==> src/rtl/uart_rx_fifo.sv <==
// uart_rx_fifo: receive-side byte FIFO between the UART receiver and the bus.
// Captures bytes on rx_end, returns them on rd_en with one clock of latency,
// and reports fill level, a sticky overflow flag and a threshold interrupt.
module uart_rx_fifo #(
    parameter int DEPTH  = 16,
    parameter int ADDR_W = 4,
    parameter int THRESH = 8
) (
    input  logic              clk,
    input  logic              reset,
    input  logic              rx_end,
    input  logic [7:0]        rx_data,
    input  logic              rd_en,
    output logic [7:0]        rd_data,
    output logic              rd_valid,
    input  logic              flush,
    input  logic              ovf_clr,
    output logic              empty,
    output logic              full,
    output logic [ADDR_W:0]   count,
    output logic              overflow,
    output logic              irq
);

    localparam logic [ADDR_W:0]   DEPTH_C  = (ADDR_W + 1)'(DEPTH);
    localparam logic [ADDR_W:0]   THRESH_C = (ADDR_W + 1)'(THRESH);
    localparam logic [ADDR_W:0]   CNT_ONE  = (ADDR_W + 1)'(1);
    localparam logic [ADDR_W:0]   CNT_ZERO = (ADDR_W + 1)'(0);
    localparam logic [ADDR_W-1:0] PTR_ONE  = ADDR_W'(1);
    localparam logic [ADDR_W-1:0] PTR_ZERO = ADDR_W'(0);

    logic [7:0]        mem_q [DEPTH];
    logic [ADDR_W-1:0] wp_q, wp_d;
    logic [ADDR_W-1:0] rp_q, rp_d;
    logic [ADDR_W:0]   count_q, count_d;
    logic [7:0]        rd_data_q, rd_data_d;
    logic              rd_valid_q, rd_valid_d;
    logic              overflow_q, overflow_d;
    logic              irq_q, irq_d;

    logic              pop_ok_s;
    logic              push_ok_s;
    logic              ovf_evt_s;
    logic              mem_we_s;

    // Accept/reject decisions for this cycle, all based on the pre-edge count.
    always_comb begin
        pop_ok_s  = rd_en && (count_q != CNT_ZERO);
        // A push into a full FIFO is still accepted when a pop frees a slot.
        push_ok_s = rx_end && ((count_q != DEPTH_C) || pop_ok_s);
        ovf_evt_s = rx_end && !push_ok_s;
        mem_we_s  = push_ok_s && !flush && !reset;
    end

    // Next-state computation; flush overrides any push/pop in the same cycle.
    always_comb begin
        wp_d       = wp_q;
        rp_d       = rp_q;
        count_d    = count_q;
        rd_data_d  = rd_data_q;
        rd_valid_d = 1'b0;
        overflow_d = overflow_q;
        if (flush) begin
            wp_d    = PTR_ZERO;
            rp_d    = PTR_ZERO;
            count_d = CNT_ZERO;
            // Flush never sets overflow, but a concurrent clear still applies.
            if (ovf_clr) begin
                overflow_d = 1'b0;
            end else begin
                overflow_d = overflow_q;
            end
        end else begin
            if (push_ok_s) begin
                wp_d = wp_q + PTR_ONE;
            end else begin
                wp_d = wp_q;
            end
            if (pop_ok_s) begin
                rp_d       = rp_q + PTR_ONE;
                rd_data_d  = mem_q[rp_q];
                rd_valid_d = 1'b1;
            end else begin
                rp_d       = rp_q;
                rd_data_d  = rd_data_q;
                rd_valid_d = 1'b0;
            end
            case ({push_ok_s, pop_ok_s})
                2'b10:   count_d = count_q + CNT_ONE;
                2'b01:   count_d = count_q - CNT_ONE;
                default: count_d = count_q;
            endcase
            // A new overflow wins over a simultaneous clear.
            if (ovf_evt_s) begin
                overflow_d = 1'b1;
            end else if (ovf_clr) begin
                overflow_d = 1'b0;
            end else begin
                overflow_d = overflow_q;
            end
        end
        irq_d = (count_d >= THRESH_C);
    end

    // Control and output registers with synchronous reset.
    always_ff @(posedge clk) begin
        if (reset) begin
            wp_q       <= PTR_ZERO;
            rp_q       <= PTR_ZERO;
            count_q    <= CNT_ZERO;
            rd_data_q  <= 8'h00;
            rd_valid_q <= 1'b0;
            overflow_q <= 1'b0;
            irq_q      <= 1'b0;
        end else begin
            wp_q       <= wp_d;
            rp_q       <= rp_d;
            count_q    <= count_d;
            rd_data_q  <= rd_data_d;
            rd_valid_q <= rd_valid_d;
            overflow_q <= overflow_d;
            irq_q      <= irq_d;
        end
    end

    // Byte storage; contents need no reset since count gates every read.
    always_ff @(posedge clk) begin
        if (mem_we_s) begin
            mem_q[wp_q] <= rx_data;
        end
    end

    assign rd_data  = rd_data_q;
    assign rd_valid = rd_valid_q;
    assign count    = count_q;
    assign overflow = overflow_q;
    assign irq      = irq_q;
    assign empty    = (count_q == CNT_ZERO);
    assign full     = (count_q == DEPTH_C);

endmodule

==> config.mk <==
export PLATFORM = sky130hd
export DESIGN_NAME = uart_rx_fifo
export DESIGN_NICKNAME = d
export VERILOG_FILES = /design/src/rtl/uart_rx_fifo.sv
export SDC_FILE = /design/constraint.sdc
export NUM_CORES = 1
export LEC_CHECK = 0
export ABC_AREA = 1
export CAP_MARGIN = 20
export CORE_MARGIN = 8
export CORE_UTILIZATION = 36
export DETAILED_ROUTE_END_ITERATION = 6
export GPL_TIMING_DRIVEN = 0
export HOLD_SLACK_MARGIN = 0.1
export PLACE_DENSITY_LB_ADDON = 0.3
export SLEW_MARGIN = 20
export SYNTH_ARGS = -nofsm -noshare
export SYNTH_HDL_FRONTEND = slang
export SYNTH_SLANG_ARGS = --single-unit
==> constraint.sdc <==
create_clock -name clk -period 4.36 [get_ports clk]
set_clock_uncertainty 0.1 [all_clocks]
set_input_delay 0.654 -clock clk [delete_from_list [all_inputs] [get_ports clk]]
set_output_delay 0.654 -clock clk [all_outputs]
set_load 0.02 [all_outputs]
==> qor.yml, run 1 <==
power_and_ir_drop:
  ir_drop_mv: 0.2266
  finalPower_w: 0.003446
  leakage_nw: 2.752
  p_per_area_nw_per_um2: 448.8
global_route:
  grt_pass1_vias: 4296
  grt_pass1_wl_um: 25910
  grt_antenna_before_repair: 0
  grt_remaining_overflow: 0
  grt_max_degree: 17
  grt_usage_pct: 15.73
synthesis:
  synth_top_cell_by_area: "edfxtp_1"
  synth_seq_cells: 152
  avgSynthCellArea_sq_um: 10.98
  synth_warnings: 0
  syn_area_sq_um: 6414
  synthTopCellsByArea: "edfxtp_1, nor2_1, dfxtp_1, nand3_1, o21ai_0"
  synth_top_area_share_pct: 59.93
  yosysSeqAreaShare_pct: 67.42
  ys_types: 29
  synth.net_count: 607
  synth_cells: 584
setup_path:
  end_kind: "register"
  r2r_start: "count[0]"
  worst_ep_required_time_ns: 4.30
  worstSetupPathType: "primary input to register"
  cp-start-kind: "primary input"
  path_max_fanout: 8
  ff2ff_setup_slack_ns: 1.79
  r2r-end: "mem_q[12][2]"
  arrival_ns: 2.70
  worst_r2r_path_depth: 8
timing:
  rsz0062_at_grt: "false"
  setup_violations: 0
  min_period_over_period_pct: 63.41
  drv_slew: 0
  fmax_mhz: 361.7
  max_slew_margin_pct: 30.84
  period_needed_ns: 2.765
  hold_viol: 0
  finalSetupTns_ns: 0
  tightest_slew_ns: 1.034
drt:
  wire_per_inst_um: 19.32
  vias_per_cell: 5.059
  drc: 0
  drt-initial-drc-count: 544
  first_pass_iters: 5
  vias: 4432
  wl_um: 16920
  final_antenna_net_count: 0
floorplan:
  die_w_um: 149.5
  core_area_sq_um: 17720
  die_area_sq_um: 22340
  ios: 32
  start_util_pct: 36.20
  die_y_um: 149.5
  row_count: 49
run_status:
  outcome: "complete, no violations"
placement:
  gp_congestion: 0.8844
  placed_cells: 844
  port-buffer-count: 31
  hpwl_um: 11660
cells_and_area:
  drive_gt1_share_pct: 10.97
  multiInputGateArea_sq_um: 1834
  area_delta_synth_final_pct: 19.70
  fillers: 1599
  antenna_cells: 0
  num-nets-final: 657
  final_cells: 876
  seq_area_sq_um: 4324
cts:
  post_cts_buffers: 0
  htreeDepth: 4
  clk_pin_slew_ns: 0.06
  clockRootBuffer: "clkbuf_16"
  numCtsBuffers: 17
  cts_resized: 0
  cts.path.max_buffers: 2
  worstSkewPairLatency_ns: 0.42
  cts_hold_buf: 0
  cts_tree: "yes"
  cts_num_sinks: 152
min_path:
  hp-start: "overflow"
  hold_end: "overflow"
  holdPathStages: 2
  hold_class: "register to register"
flow_run:
  cap_viol_max_count: 0
cell type report:
class	instances	area share [%]
clock buffer	18	5.590
sequential	152	56.32
tap	229	3.732
clock inverter	14	2.575
timing repair buffer	31	4.042
multi-input combinational	371	23.89
inverter	34	1.662
buffer	27	2.184
cell usage after synthesis, drive strengths merged:
master / instances
o32ai: 1
fa: 1
nor2: 132
dfxtp: 24
clkbuf: 8
buf: 19
inv: 32
nand2: 64
nand3b: 1
edfxtp: 128
a21oi: 11
nor3: 8
xor2: 3
ha: 8
nand3: 70
o21a: 9
o21ai: 63
clkinv: 2
state kept, by name (all words and copies together) (netlist names):
| register | flops |
|---|---|
| rd_data | 8 |
| mem_q | 128 |
| count | 5 |
| rd_valid | 1 |
| overflow | 1 |
| wp_q | 4 |
| irq | 1 |
| rp_q | 4 |
placed cells by master (no fill, tap or decap):
| cell | synthesis | routed |
|---|---|---|
| nor2_1 | 129 | 129 |
| edfxtp_1 | 128 | 128 |
| nand3_1 | 67 | 67 |
| nand2_1 | 59 | 59 |
| o21ai_0 | 52 | 52 |
| clkdlybuf4s50_1 | 0 | 31 |
| inv_1 | 28 | 28 |
| dfxtp_1 | 24 | 24 |
| clkbuf_16 | 0 | 17 |
| a21oi_1 | 11 | 11 |
| o21ai_1 | 11 | 11 |
| clkbuf_1 | 8 | 9 |
| o21a_1 | 9 | 9 |
| nor3_2 | 0 | 8 |
| buf_2 | 8 | 8 |
| ha_1 | 8 | 8 |
| buf_6 | 6 | 6 |
| inv_2 | 4 | 4 |
| bufinv_16 | 0 | 4 |
| clkinv_4 | 0 | 4 |
| nand2_4 | 3 | 3 |
| buf_4 | 3 | 3 |
| xor2_1 | 3 | 3 |
| nand3_2 | 2 | 2 |
| nand2_2 | 2 | 2 |
| nor2_4 | 2 | 2 |
| clkinv_1 | 2 | 2 |
| buf_1 | 2 | 2 |
| clkinvlp_4 | 0 | 2 |
| inv_6 | 0 | 2 |
| clkinv_2 | 0 | 2 |
| nor2_2 | 1 | 1 |
| nand3_4 | 1 | 1 |
| nand3b_1 | 1 | 1 |
| o32ai_1 | 1 | 1 |
| fa_1 | 1 | 1 |
report_power, final:
| part | leakage, nW | internal, W | switching [W] | total, W |
|---|---|---|---|---|
| clock | 0.301 | 0.000963 | 0.000600 | 0.00156 |
| sequential | 1.35 | 0.00159 | 0.0000117 | 0.00160 |
| combinational | 1.10 | 0.0000960 | 0.000185 | 0.000281 |
| total | 2.75 | 0.00265 | 0.000797 | 0.00345 |
critical path, stage by stage:
cell	delay [ns]
clkdlybuf4s50_1	0.46
nor2_1	0.26
inv_1	0.19
nor2_4	0.17
nand2_1	0.15
nor2_1	0.81
per-stage QoR:
| stage | cell area (sq um) | util, % | setup WS (ns) | hold WS, ns |
|---|---|---|---|---|
| 6_report | 7677 | 43.33 | 1.595 | 0.3809 |
| 3_5_place_dp | 7041 | 39.74 | 1.079 | 0.3771 |
| 5_1_grt | 7677 | 43.33 | 1.472 | 0.4155 |
| 4_1_cts | 7667 | 43.27 | 1.519 | 0.3855 |
| 2_1_floorplan | 6414 | - | 2.075 | 0.3716 |
| 3_3_place_gp | 7010 | 39.57 | 0.9888 | 0.3711 |
metal layers:
metal / routed length [um] / GRT usage [%]
met1: 7445 / 21.10
met2: 8175 / 25.23
met3: 894 / 2.540
met4: 407 / 5.755
met5: 0 / 0
worst max-delay path by stage:
stage,startpoint,endpoint,slack [ns]
6_report,flush,mem_q[12][2],1.60
5_1_grt,flush,mem_q[12][4],1.47
4_1_cts,flush,mem_q[7][3],1.52
3_5_place_dp,flush,mem_q[7][7],1.08
3_3_place_gp,flush,mem_q[15][6],0.99
2_1_floorplan,count[0],mem_q[10][0],2.08
logic make-up after synthesis:
family | share of synthesized area [%]
AND/OR/NAND/NOR | 18.73
adder cells (fa/ha/maj) | 1.873
AO/OA/AOI/OAI | 6.964
buffers and inverters | 4.604
XOR/XNOR | 0.4098
flip-flops | 67.42
Note: power is estimated with default switching activity, not from simulation.
==> run 2, diff against run 1 <==
==> constraint.sdc (replaced) <==
create_clock -name clk -period 2.9 [get_ports clk]
set_clock_uncertainty 0.1 [all_clocks]
set_input_delay 0.435 -clock clk [delete_from_list [all_inputs] [get_ports clk]]
set_output_delay 0.435 -clock clk [all_outputs]
set_load 0.02 [all_outputs]
==> run 2 against run 1 <==
  * Clock power grew 50%
  * Power increased by 50%
  * Flip-flop and latch count stayed put
  * Highest routed layer unchanged
  * Final cell count stayed put
  * Core utilization stayed put
  * Critical path depth up 2
  * Sequential power increased by 51%
==> qor.yml, run 2 (synthesized netlist as in run 1, its figures left out) <==
setup_path:
  path_max_fanout: 10  # +2
  r2r-end: "mem_q[12][2]"
  cp_slowest_cell: "nor2_1"
  arrival_ns: 2.53  # -0.17 ns
  cp_common_cell: "nand2_2"
  cp_num_buf_inv: 0  # -2
  r2r_start: "count[0]"
  cp-start-kind: "register"
  worst_ep_required_time_ns: 2.84  # -1.46 ns
  crit_chain: "nor2_2 > nand3_2 > nand2_4 > nand2_2 > nand2_2 > nor2_4 > nand2_1 > nor2_1"
  slowest_delay_ns: 0.84  # +0.03 ns
  ff2ff_setup_slack_ns: 0.30  # -1.49 ns
  worst_r2r_path_depth: 8  # unchanged
  worstSetupPathType: "register to register"
  end_kind: "register"
  crit_family: "simple AND/OR/NAND/NOR gates"
global_route:
  grt_max_degree: 17  # unchanged
  grt_antenna_before_repair: 0  # unchanged
  grt_pass1_wl_um: 25920  # about the same
  grt_usage_pct: 15.73  # about the same
  grt_remaining_overflow: 0  # unchanged
  grt_pass1_vias: 4291  # -0.12%
drt:
  first_pass_iters: 7  # +2
  vias: 4408  # -0.54%
  drt-initial-drc-count: 536  # -1.5%
  wire_per_inst_um: 19.33  # about the same
  drc: 0  # unchanged
  vias_per_cell: 5.032  # -0.54%
  wl_um: 16940  # about the same
  final_antenna_net_count: 0  # unchanged
placement:
  port-buffer-count: 31  # unchanged
  hpwl_um: 11660  # unchanged
  gp_congestion: 0.8844  # unchanged
  dpl_worst_slack_ns: -0.1615  # -1.241 ns
  placed_area_sq_um: 7041  # unchanged
min_path:
  hp-start: "overflow"
  hold_class: "register to register"
  holdPathStages: 2  # unchanged
  hold_end: "overflow"
timing:
  drv_slew: 0  # unchanged
  rsz0062_at_grt: "false"
  fmax_mhz: 385.0
  setup_violations: 0  # unchanged
  period_needed_ns: 2.597
  hold_viol: 0  # unchanged
  fin_ws_ns: 0.3026  # -1.293 ns
  min_period_over_period_pct: 89.56
  hold_slack_ns: 0.3829  # +0.002026 ns
  max_slew_margin_pct: 28.23  # -2.6 points
  tightest_slew_ns: 1.073  # +0.03911 ns
cells_and_area:
  mostFrequentLayoutCell: "nor2_1"
  seq_area_sq_um: 4324  # unchanged
  drive_gt1_share_pct: 10.97  # unchanged
  fillers: 1599  # unchanged
  largest_reg_flops: 128  # unchanged
  top_register: "mem_q"
  finalInstanceArea_sq_um: 7677  # unchanged
  final_cell_mix: "nor2_1, edfxtp_1, nand3_1"
  multiInputGateArea_sq_um: 1834  # unchanged
  num-nets-final: 657  # unchanged
  antenna_cells: 0  # unchanged
  area_delta_synth_final_pct: 19.70  # unchanged
floorplan:
  die_area_sq_um: 22340  # unchanged
  row_count: 49  # unchanged
  core_area_sq_um: 17720  # unchanged
  ios: 32  # unchanged
  die_w_um: 149.5  # unchanged
  die_y_um: 149.5  # unchanged
  start_util_pct: 36.20  # unchanged
cts:
  cts.path.max_buffers: 2  # unchanged
  worstSkewPairLatency_ns: 0.42  # about the same
  cts_resized: 0  # unchanged
  clk_pin_slew_ns: 0.06  # about the same
  htreeDepth: 4  # unchanged
  cts_tree: "yes"
  numCtsBuffers: 17  # unchanged
  post_cts_buffers: 0  # unchanged
  cts_hold_buf: 0  # unchanged
  cts_num_sinks: 152  # unchanged
  clockRootBuffer: "clkbuf_16"
power_and_ir_drop:
  ir_drop_mv: 0.3420  # +51%
  finalPower_w: 0.005177  # +50%
  leakage_nw: 2.752  # unchanged
  p_seq_share_pct: 46.5  # about the same
  switchingPower_w: 0.001194  # +50%
  swShare_pct: 23.06  # -0.057 points
  p_per_area_nw_per_um2: 674.3  # +50%
  clockPowerShare_pct: 45.3  # about the same
  power_frac_comb_pct: 8.2  # about the same
  power.internal_w: 0.003983  # +50%
flow_run:
  cap_viol_max_count: 0  # unchanged
run_status:
  outcome: "complete, no violations"
[run 2: cell counts in the layout (fill, tap and decap cells not counted)]
No cell type changed its count.
[run 2: worst max path at each step]
stage / from / end / cells after the start
floorplan: count[0] / mem_q[10][0] / 8
global placement: flush / mem_q[15][6] / 6
detailed placement: flush / mem_q[7][7] / 6
CTS: count[0] / mem_q[7][3] / 8
global route: count[0] / mem_q[12][4] / 8
finish: count[0] / mem_q[12][2] / 8
[run 2: worst reg2reg max path, cell delays in order, from the launching register on]
cell,delay [ns]
dfxtp_1,0.44
nor2_2,0.10
nand3_2,0.11
nand2_4,0.13
nand2_2,0.10
nand2_2,0.11
nor2_4,0.14
nand2_1,0.15
nor2_1,0.84
[run 2: routing by layer]
metal | wire length, um | track usage (%)
met1 | 7515 | 21.12
met2 | 8212 | 25.18
met3 | 847 | 2.540
met4 | 361 | 5.755
met5 | 0 | 0
[run 2: final cells by class]
class / instances / area share [%]
multi-input combinational: 371 / 23.89
tap: 229 / 3.732
clock buffer: 18 / 5.590
buffer: 27 / 2.184
sequential: 152 / 56.32
clock inverter: 14 / 2.575
timing repair buffer: 31 / 4.042
inverter: 34 / 1.662
[run 2: power groups by stage]
stage	Sequential, W	Combinational (W)	Clock (W)
detailed placement	0.00246	0.000422	0
global route	0.00241	0.000464	0.00245
floorplan	0.00247	0.000219	0
CTS	0.00241	0.000424	0.00236
finish	0.00241	0.000423	0.00234
global placement	0.00245	0.000416	0
[run 2: stage by stage]
step	TNS [ns]	std cells	utilization [%]
finish	0	876	43.33
global route	0	876	43.33
CTS	0	876	43.27
detailed placement	-2.763	844	39.74
global placement	-8.309	844	39.57
floorplan	0	584	-
